## src/rtl/alu_pkg.sv

```systemverilog
// Shared constants for the ALU issue controller: opcodes, FSM encoding, instruction fields.
// Latency: n/a (declarations only).
// Backpressure: n/a.
package alu_pkg;

    localparam int DATA_W = 19;
    localparam int OP_W   = 5;
    localparam int NREGS  = 8;
    localparam int ADDR_W = 3;

    // Opcode map of the external ALU; anything above OP_LAST is illegal.
    localparam logic [OP_W-1:0] OP_ADD  = 5'b00000;
    localparam logic [OP_W-1:0] OP_SUB  = 5'b00001;
    localparam logic [OP_W-1:0] OP_AND  = 5'b00010;
    localparam logic [OP_W-1:0] OP_OR   = 5'b00011;
    localparam logic [OP_W-1:0] OP_XOR  = 5'b00100;
    localparam logic [OP_W-1:0] OP_NOT  = 5'b00101;
    localparam logic [OP_W-1:0] OP_SHL  = 5'b00110;
    localparam logic [OP_W-1:0] OP_SHR  = 5'b00111;
    localparam logic [OP_W-1:0] OP_INC  = 5'b01000;
    localparam logic [OP_W-1:0] OP_DEC  = 5'b01001;
    localparam logic [OP_W-1:0] OP_LAST = 5'b01001;

    typedef enum logic [1:0] {
        ST_IDLE = 2'd0,
        ST_READ = 2'd1,
        ST_EXEC = 2'd2,
        ST_WB   = 2'd3
    } state_t;

    // Instruction word layout: [18:14] opcode, [13:11] rd, [10:8] rs1, [7:5] rs2, [4:0] reserved.
    localparam int OP_MSB  = 18;
    localparam int OP_LSB  = 14;
    localparam int RD_MSB  = 13;
    localparam int RD_LSB  = 11;
    localparam int RS1_MSB = 10;
    localparam int RS1_LSB = 8;
    localparam int RS2_MSB = 7;
    localparam int RS2_LSB = 5;

    function automatic logic op_is_legal(input logic [OP_W-1:0] op);
        return (op <= OP_LAST);
    endfunction

endpackage

```

## src/rtl/alu_regfile.sv

```systemverilog
// 8x19 register file: one synchronous write port (writeback has priority over host), three comb reads.
// Latency: write visible on reads the cycle after the write edge; reads are combinational.
// Backpressure: none; the controller guarantees writeback and host writes never coincide.
//
// Ports:
//   clk, rst                         clock and synchronous active-high reset (clears all entries)
//   i_wb_we/i_wb_addr/i_wb_data      writeback write request from the controller
//   i_host_we/i_host_addr/i_host_data host write request (already qualified by the controller)
//   i_raddr_a/o_rdata_a              operand A read port
//   i_raddr_b/o_rdata_b              operand B read port
//   i_raddr_h/o_rdata_h              host observation read port
module alu_regfile
    import alu_pkg::*;
(
    input  logic              clk,
    input  logic              rst,
    input  logic              i_wb_we,
    input  logic [ADDR_W-1:0] i_wb_addr,
    input  logic [DATA_W-1:0] i_wb_data,
    input  logic              i_host_we,
    input  logic [ADDR_W-1:0] i_host_addr,
    input  logic [DATA_W-1:0] i_host_data,
    input  logic [ADDR_W-1:0] i_raddr_a,
    input  logic [ADDR_W-1:0] i_raddr_b,
    input  logic [ADDR_W-1:0] i_raddr_h,
    output logic [DATA_W-1:0] o_rdata_a,
    output logic [DATA_W-1:0] o_rdata_b,
    output logic [DATA_W-1:0] o_rdata_h
);

    logic [DATA_W-1:0] r_regs [NREGS];

    logic              w_we;
    logic [ADDR_W-1:0] w_waddr;
    logic [DATA_W-1:0] w_wdata;

    assign w_we    = i_wb_we | i_host_we;
    assign w_waddr = i_wb_we ? i_wb_addr : i_host_addr;
    assign w_wdata = i_wb_we ? i_wb_data : i_host_data;

    always_ff @(posedge clk) begin
        if (rst) begin
            for (int i = 0; i < NREGS; i++) begin
                r_regs[i] <= '0;
            end
        end else if (w_we) begin
            r_regs[w_waddr] <= w_wdata;
        end
    end

    assign o_rdata_a = r_regs[i_raddr_a];
    assign o_rdata_b = r_regs[i_raddr_b];
    assign o_rdata_h = r_regs[i_raddr_h];

endmodule

```

## src/rtl/alu_issue_ctrl.sv

```systemverilog
// Issue controller driving an external combinational ALU: accept, read operands, execute, write back.
// Latency: accept at edge N, done pulses in cycle N+3; one instruction every 4 cycles.
// Backpressure: instr_ready is high only in IDLE; host writes outside IDLE are dropped.
//
// Ports:
//   clk, rst                       clock and synchronous active-high reset
//   instr_valid/instr_ready/instr  instruction handshake and word
//   alu_opcode/alu_r2/alu_r3       registered drive to the ALU (held between instructions)
//   alu_r1/alu_zero                ALU result and zero flag
//   host_we/host_waddr/host_wdata  host register write (IDLE only)
//   host_raddr/host_rdata          combinational host register read
//   done/illegal                   one-cycle retire pulses
//   wb_data/zero_flag              held result and zero flag of the last retired instruction
module alu_issue_ctrl
    import alu_pkg::*;
(
    input  logic              clk,
    input  logic              rst,
    input  logic              instr_valid,
    output logic              instr_ready,
    input  logic [DATA_W-1:0] instr,
    output logic [OP_W-1:0]   alu_opcode,
    output logic [DATA_W-1:0] alu_r2,
    output logic [DATA_W-1:0] alu_r3,
    input  logic [DATA_W-1:0] alu_r1,
    input  logic              alu_zero,
    input  logic              host_we,
    input  logic [ADDR_W-1:0] host_waddr,
    input  logic [DATA_W-1:0] host_wdata,
    input  logic [ADDR_W-1:0] host_raddr,
    output logic [DATA_W-1:0] host_rdata,
    output logic              done,
    output logic [DATA_W-1:0] wb_data,
    output logic              zero_flag,
    output logic              illegal
);

    state_t            r_state;
    logic [OP_W-1:0]   r_op;
    logic [ADDR_W-1:0] r_rd;
    logic [ADDR_W-1:0] r_rs1;
    logic [ADDR_W-1:0] r_rs2;
    logic [OP_W-1:0]   r_alu_op;
    logic [DATA_W-1:0] r_alu_r2;
    logic [DATA_W-1:0] r_alu_r3;
    logic [DATA_W-1:0] r_res;
    logic              r_res_zero;
    logic              r_done;
    logic              r_illegal;
    logic [DATA_W-1:0] r_wb_data;
    logic              r_zero_flag;

    logic [DATA_W-1:0] w_rs1_data;
    logic [DATA_W-1:0] w_rs2_data;
    logic              w_legal;
    logic              w_wb_we;
    logic              w_host_we;
    logic              w_unused_rsvd;

    // Reserved instruction bits carry no meaning.
    assign w_unused_rsvd = ^instr[RS2_LSB-1:0];

    assign w_legal   = op_is_legal(r_op);
    assign w_wb_we   = (r_state == ST_WB) && w_legal;
    // Host writes only land in IDLE, so they can never collide with writeback.
    assign w_host_we = host_we && (r_state == ST_IDLE);

    alu_regfile u_regfile (
        .clk         (clk),
        .rst         (rst),
        .i_wb_we     (w_wb_we),
        .i_wb_addr   (r_rd),
        .i_wb_data   (r_res),
        .i_host_we   (w_host_we),
        .i_host_addr (host_waddr),
        .i_host_data (host_wdata),
        .i_raddr_a   (r_rs1),
        .i_raddr_b   (r_rs2),
        .i_raddr_h   (host_raddr),
        .o_rdata_a   (w_rs1_data),
        .o_rdata_b   (w_rs2_data),
        .o_rdata_h   (host_rdata)
    );

    always_ff @(posedge clk) begin
        if (rst) begin
            r_state     <= ST_IDLE;
            r_op        <= '0;
            r_rd        <= '0;
            r_rs1       <= '0;
            r_rs2       <= '0;
            r_alu_op    <= '0;
            r_alu_r2    <= '0;
            r_alu_r3    <= '0;
            r_res       <= '0;
            r_res_zero  <= 1'b0;
            r_done      <= 1'b0;
            r_illegal   <= 1'b0;
            r_wb_data   <= '0;
            r_zero_flag <= 1'b0;
        end else begin
            r_done    <= 1'b0;
            r_illegal <= 1'b0;
            case (r_state)
                ST_IDLE: begin
                    if (instr_valid) begin
                        r_op    <= instr[OP_MSB:OP_LSB];
                        r_rd    <= instr[RD_MSB:RD_LSB];
                        r_rs1   <= instr[RS1_MSB:RS1_LSB];
                        r_rs2   <= instr[RS2_MSB:RS2_LSB];
                        r_state <= ST_READ;
                    end
                end
                ST_READ: begin
                    // Operands are sampled here, before writeback, so rd==rs uses the old value.
                    r_alu_op <= r_op;
                    r_alu_r2 <= w_rs1_data;
                    r_alu_r3 <= w_rs2_data;
                    r_state  <= ST_EXEC;
                end
                ST_EXEC: begin
                    r_res      <= alu_r1;
                    r_res_zero <= alu_zero;
                    r_state    <= ST_WB;
                end
                ST_WB: begin
                    r_done <= 1'b1;
                    if (w_legal) begin
                        r_wb_data   <= r_res;
                        r_zero_flag <= r_res_zero;
                    end else begin
                        r_wb_data <= '0;
                        r_illegal <= 1'b1;
                    end
                    r_state <= ST_IDLE;
                end
                default: r_state <= ST_IDLE;
            endcase
        end
    end

    assign instr_ready = (r_state == ST_IDLE);
    assign alu_opcode  = r_alu_op;
    assign alu_r2      = r_alu_r2;
    assign alu_r3      = r_alu_r3;
    assign done        = r_done;
    assign illegal     = r_illegal;
    assign wb_data     = r_wb_data;
    assign zero_flag   = r_zero_flag;

endmodule

```

## config.mk

```make
export PLATFORM = sky130hd
export DESIGN_NAME = alu_issue_ctrl
export DESIGN_NICKNAME = d
export VERILOG_FILES = /design/src/rtl/alu_pkg.sv /design/src/rtl/alu_regfile.sv /design/src/rtl/alu_issue_ctrl.sv
export SDC_FILE = /design/constraint.sdc
export NUM_CORES = 1
export LEC_CHECK = 0
export ABC_AREA = 0
export CAP_MARGIN = 5
export CORE_AREA = 2 2 167 169
export DETAILED_ROUTE_END_ITERATION = 10
export DIE_AREA = 0 0 169 171
export DONT_BUFFER_PORTS = 1
export GPL_TIMING_DRIVEN = 0
export SYNTH_ARGS = -nofsm -noshare
export SYNTH_HDL_FRONTEND = slang
export SYNTH_HIERARCHICAL = 1
export SYNTH_SLANG_ARGS = --single-unit
```

## constraint.sdc

```tcl
create_clock -name clk -period 10.1 [get_ports clk]
set_input_delay 2.525 -clock clk [delete_from_list [all_inputs] [get_ports clk]]
set_output_delay 2.525 -clock clk [all_outputs]
set_load 0.05 [all_outputs]
```

## Yosys cells after proc, flatten, opt, wreduce, memory -nomap -nowiden

Memories as Yosys holds them, arrays and structs flattened. A register that Yosys moved wholly into a read port is not among the register bits.
Cells that the tools add are included.
W data, S select, Z words.

| word-level totals | value |
|---|---|
| memories | 1 |
| word-level logic and storage cells | 42 |
| ROM bits | 0 |
| bits in latches | 0 |
| output and inout port bits | 85 |
| register bits after elaboration | 63 |
| input port bits | 68 |
| memory bits (writable) | 152 |

| operators by class | value |
|---|---|
| add/sub/neg operators | 0 |
| multiply operators | 0 |
| bitwise operators | 2 |
| reductions and logical operators | 7 |
| order comparisons | 1 |
| divide/modulo/power cells | 0 |
| shift operators | 0 |
| mux-type cells | 15 |
| equal/unequal tests | 4 |

Memory list:

| memory | depth | width | rd ports | clocked after Yosys merged registers in | wr ports | line | RTL |
|---|---|---|---|---|---|---|---|
| u_regfile.r_regs | 8 | 19 | 3 | 2 | 8 | alu_regfile.sv:31 | `logic [DATA_W-1:0] r_regs [NREGS];` |

Operators with widths:

| kind | count |
|---|---|
| $mux W19 | 3 |
| $reduce_or A19 Y1 | 1 |
| $mux W1 | 8 |
| $pmux W2 S4 | 1 |
| $mux W3 | 2 |
| $le A5 B4 Y1 const B | 1 |
| $eq A2 B2 Y1 const B | 2 |
| $reduce_and A2 Y1 | 2 |
| $eq A2 B1 Y1 const B | 1 |
| $logic_and A1 B1 Y1 | 2 |
| $logic_not A2 Y1 | 1 |
| $mux W2 | 1 |
| $ne A2 B2 Y1 const B | 1 |
| $reduce_or A2 Y1 | 1 |
| $not A1 Y1 | 1 |
| $or A1 B1 Y1 | 1 |

## Longest topological paths before layout

| depth | value |
|---|---|
| depth in word-level cells | 8 |
| mapped depth | 8 |
| depth with buffers taken out | 6 |

## By module

The synthesis kept the hierarchy.

Modules (own cells, without submodules):

| module | seq. area each (µm²) | instances | cells each | area each (µm²) |
|---|---|---|---|---|
| alu_regfile | 4564.4 | 1 | 580 | 9221.3 |
| alu_issue_ctrl | 2021.9 | 1 | 335 | 3557.2 |

## Least setup slack after synthesis

OpenSTA, ideal clock, no wires.

| timing path | value |
|---|---|
| path kind | input port to output port |
| start | input port host_raddr[0] |
| end | output port host_rdata[0] |
| slack | 3.785 ns |
| data required time | 7.575 ns |
| path buffers | 2 |
| stages | 4 |
| arrival | 3.790 ns |
| path through | buf_4 buf_6 mux4_2 mux2_2 |

| between the ends | value |
|---|---|
| word-level cells in the longest chain between the ends | 1 |

RTL lines:

| element | line | RTL |
|---|---|---|
| start, declared | alu_issue_ctrl.sv:30 | `input logic [ADDR_W-1:0] host_raddr,` |
| $mem_v2 Z8 W19 | - |  |
| end, declared | alu_issue_ctrl.sv:31 | `output logic [DATA_W-1:0] host_rdata,` |

No other way between the ends.

## Worst setup path in the final report

| timing path | value |
|---|---|
| start | input port host_raddr[2] |
| end | output port host_rdata[17] |

The elaborated chain is that of the path after synthesis.

==> impl_metrics.prom <==
# TYPE chip_impl_metric gauge
chip_impl_info{name="run_status",value="complete, no violations"} 1
chip_impl_metric{name="cts_buf_count",unit=""} 29
chip_impl_metric{name="cp.required",unit="ns"} 7.58
chip_impl_metric{name="p_leak",unit="nW"} 5.18
chip_impl_metric{name="total_power",unit="mW"} 3.27
chip_impl_metric{name="worstPathMaxFanout",unit=""} 10
chip_impl_metric{name="number_of_buffers_inserted_by_port_buffering",unit=""} 0
chip_impl_metric{name="worstPathArrival",unit="ns"} 4.46
chip_impl_metric{name="clock-skew-final",unit="ns"} 0.0199
chip_impl_metric{name="grt_first_pass_wirelength",unit="um"} 52600
chip_impl_metric{name="half_perimeter_wire_length_of_the_detailed_placement_result",unit="um"} 24400
chip_impl_metric{name="max_slew_margin_vs_limit",unit=""} 0.240
chip_impl_info{name="netlist.top_cell.by_area",value="edfxtp_1"} 1
chip_impl_info{name="yosys-top-cells-area",value="edfxtp_1, mux4_2, dfxtp_1, nor2_1, mux2i_1"} 1
chip_impl_info{name="critPathKind",value="primary input to primary output"} 1
chip_impl_info{name="top_layer",value="met4"} 1
chip_impl_metric{name="synth_cells",unit=""} 915
chip_impl_metric{name="timing.final.max_slew_violations",unit=""} 0
chip_impl_metric{name="powerDensity",unit="nW/um^2"} 229
chip_impl_metric{name="timing_hold_violations_final",unit=""} 0
chip_impl_metric{name="timing.max_cap.violations",unit=""} 0
chip_impl_metric{name="drcViolationCount",unit=""} 0
chip_impl_metric{name="grt_pass1_vias",unit=""} 8044
chip_impl_metric{name="synth_largest_type_area_fraction",unit=""} 0.357
chip_impl_info{name="cts_tree",value="done"} 1
chip_impl_info{name="setup_repair_after_global_routing_missed_its_margin",value="false"} 1
chip_impl_metric{name="grt_antenna_before_repair",unit=""} 0
chip_impl_metric{name="total_standard_cell_area_after_synthesis",unit="um^2"} 12800
chip_impl_metric{name="max_clock_freq",unit="MHz"} 143
chip_impl_metric{name="cts.sink_count",unit=""} 253
chip_impl_metric{name="globalRoute.totalOverflow",unit=""} 0
chip_impl_metric{name="viasPerCell",unit=""} 6.10
chip_impl_metric{name="post_synth.cell_area_avg",unit="um^2"} 14.0
chip_impl_metric{name="die_height",unit="um"} 171
chip_impl_metric{name="drt_iter0_drc",unit=""} 700
chip_impl_metric{name="num_vias",unit=""} 8048
chip_impl_metric{name="pin_count",unit=""} 153
chip_impl_info{name="hold_path_class",value="flip-flop to flip-flop"} 1
chip_impl_info{name="synth.most_common_cell",value="nor2_1"} 1
chip_impl_metric{name="maximum_vdd_drop",unit="mV"} 0.203
chip_impl_metric{name="share_of_final_layout_standard_cells_stronger_than_drive_strength_1",unit=""} 0.316
chip_impl_info{name="startpoint_type",value="primary input"} 1
chip_impl_metric{name="whs",unit="ns"} 0.471
chip_impl_metric{name="cts_repair_resizes",unit=""} 0
chip_impl_metric{name="synth_warn",unit=""} 6
chip_impl_metric{name="hold_fix_buffer_count_after_cts",unit=""} 0
chip_impl_metric{name="placementRows",unit=""} 61
chip_impl_metric{name="clk_path_buf_depth",unit=""} 3
chip_impl_metric{name="met2RoutedLength",unit="um"} 15600
chip_impl_metric{name="post_cts.repair.setup_buffers",unit=""} 0
chip_impl_metric{name="maximum_number_of_pins_on_one_net_before_global_route_repair",unit=""} 20
chip_impl_metric{name="drtAntennaViolNets",unit=""} 0
chip_impl_metric{name="gp_routability_congestion",unit=""} 0.806
chip_impl_metric{name="layout_worst_path_cycle_share",unit=""} 0.691
chip_impl_metric{name="route.detailed.wl_per_inst",unit="um"} 26.8
chip_impl_metric{name="totalWireLength",unit="um"} 35400
chip_impl_metric{name="h-tree-depth",unit=""} 1
chip_impl_metric{name="n_fill_cell",unit=""} 2377
chip_impl_metric{name="drtPass1Iterations",unit=""} 5
chip_impl_metric{name="design.die.area",unit="um^2"} 28900
chip_impl_metric{name="number_of_endpoints_failing_setup_at_the_final_stage",unit=""} 0
chip_impl_metric{name="clkTransAtPathRegs",unit="ns"} 0.06
chip_impl_metric{name="synth_enable_flop_cells",unit=""} 152
chip_impl_metric{name="synth.yosys.seq_area_share",unit=""} 0.515
chip_impl_info{name="synthFlopType",value="edfxtp_1"} 1
chip_impl_metric{name="antennaDiodeCount",unit=""} 0
chip_impl_info{name="setup.worst_path.end_class",value="primary output"} 1
chip_impl_metric{name="slew_of_the_pin_with_the_lowest_slew_margin",unit="ns"} 1.14
chip_impl_info{name="synth.cells.most_frequent",value="nor2_1, edfxtp_1, mux4_2"} 1
chip_impl_metric{name="yosys_register_bits",unit=""} 253
chip_impl_metric{name="core_area",unit="um^2"} 27300
chip_impl_metric{name="timing.final.crit_period",unit="ns"} 6.98
chip_impl_metric{name="clock_insertion_delay_worst_skew",unit="ns"} 0.56
chip_impl_metric{name="synth_fp_nets",unit=""} 988
chip_impl_info{name="ctsRootBufferMaster",value="clkbuf_16"} 1
chip_impl_metric{name="totalNegativeSetupSlack",unit="ns"} 0
chip_impl_metric{name="routedLengthMet1",unit="um"} 15400
chip_impl_metric{name="postSynth.asyncResetShare",unit=""} 0
chip_impl_metric{name="amount_of_wire_on_met3_after_detailed_routing",unit="um"} 3720
chip_impl_metric{name="gr-usage-all-layers",unit=""} 0.249
chip_impl_metric{name="final_net_count",unit=""} 1024
chip_impl_metric{name="initial_core_util",unit=""} 0.468
chip_impl_metric{name="die_span_in_x",unit="um"} 169
chip_impl_metric{name="post_synth_num_cell_types",unit=""} 37
chip_impl_metric{name="growth_of_design_area_from_synthesis_to_finish",unit="%"} 11.7
sequential cells by signal, summed over array words and instances, names as in the netlist, 5 cells and up:
signal / count
r_op: 5
alu_opcode: 5
alu_r2: 19
r_res: 19
u_regfile/r_regs: 152
wb_data: 19
alu_r3: 19
metal layers:
layer,GRT usage,vias up
met1,0.360,4039
met2,0.378,415
met4,0.0554,0
li1,-,3538
met5,0,-
met3,0.0657,56
through the flow:
step	cells	setup WS, ns	area (um^2)	util
floorplan	915	3.79	12800	-
global placement	1261	3.25	13200	0.484
detailed placement	1265	3.22	13300	0.487
CTS	1319	3.22	14300	0.522
global route	1320	3.18	14300	0.522
finish	1320	3.12	14300	0.522
critical path: stages:
cell and delay (ns):
clkbuf_1 0.63, buf_2 0.49, mux4_2 0.39, mux2_2 0.42
logic make-up (layout without fill, tap and decap cells):
group                      after synthesis  after routing  synth area share
DFF                                    253            253             0.515
and+or+nand+nor                        282            282            0.0933
AOI/OAI and AO/OA                       53             53            0.0366
buffers and inverters                   67            126            0.0328
adders and majority gates                5              5           0.00490
muxes                                  255            255             0.317
cell type report:
| cell class | count | area, um^2 | share of cell area |
|---|---|---|---|
| plain buffers | 64 | 408 | 0.0286 |
| clock buffers | 45 | 872 | 0.0611 |
| clock inverters | 9 | 71.3 | 0.00500 |
| inverters | 3 | 11.3 | 0.000789 |
| multi-input cells | 595 | 5790 | 0.406 |
| flip-flops and latches | 253 | 6590 | 0.462 |
| well taps | 346 | 433 | 0.0303 |
| repair buffers | 5 | 101 | 0.00710 |
power breakdown:
| group | total [mW] | switching, mW | internal [mW] |
|---|---|---|---|
| combinational | 0.820 | 0.470 | 0.350 |
| clock | 1.03 | 0.416 | 0.616 |
| sequential | 1.42 | 0.205 | 1.22 |
| total | 3.27 | 1.09 | 2.18 |
cells in the final DEF, fill, tap and decap left out, drive strengths merged:
master,count
nor2,226
edfxtp,152
mux4,114
dfxtp,101
mux2i,84
mux2,57
clkbuf,57
buf,57
nand2,31
a22o,19
a21oi,15
o22ai,8
clkinv,6
ha,5
nor3b,5
nand2b,4
and3b,4
o21bai,4
or2,4
a21o,4
inv,4
and2,2
nor3,2
o21a,1
a211oi,1
bufinv,1
clkinvlp,1
nor2b,1
o21ai,1
and3,1
and4bb,1
nor4b,1
path summary, 6_finish.rpt:
check | startpoint | to | slack [ns] | cells past startpoint
min | r_rs2[1] | r_rs2[1] | 0.47 | 2
min reg2reg | r_rs2[1] | r_rs2[1] | 0.47 | 2
max reg2reg | r_state[1] | u_regfile/r_regs[3][5] | 6.69 | 8
max | host_raddr[2] | host_rdata[17] | 3.12 | 4
(Power assumes the default switching activity.)
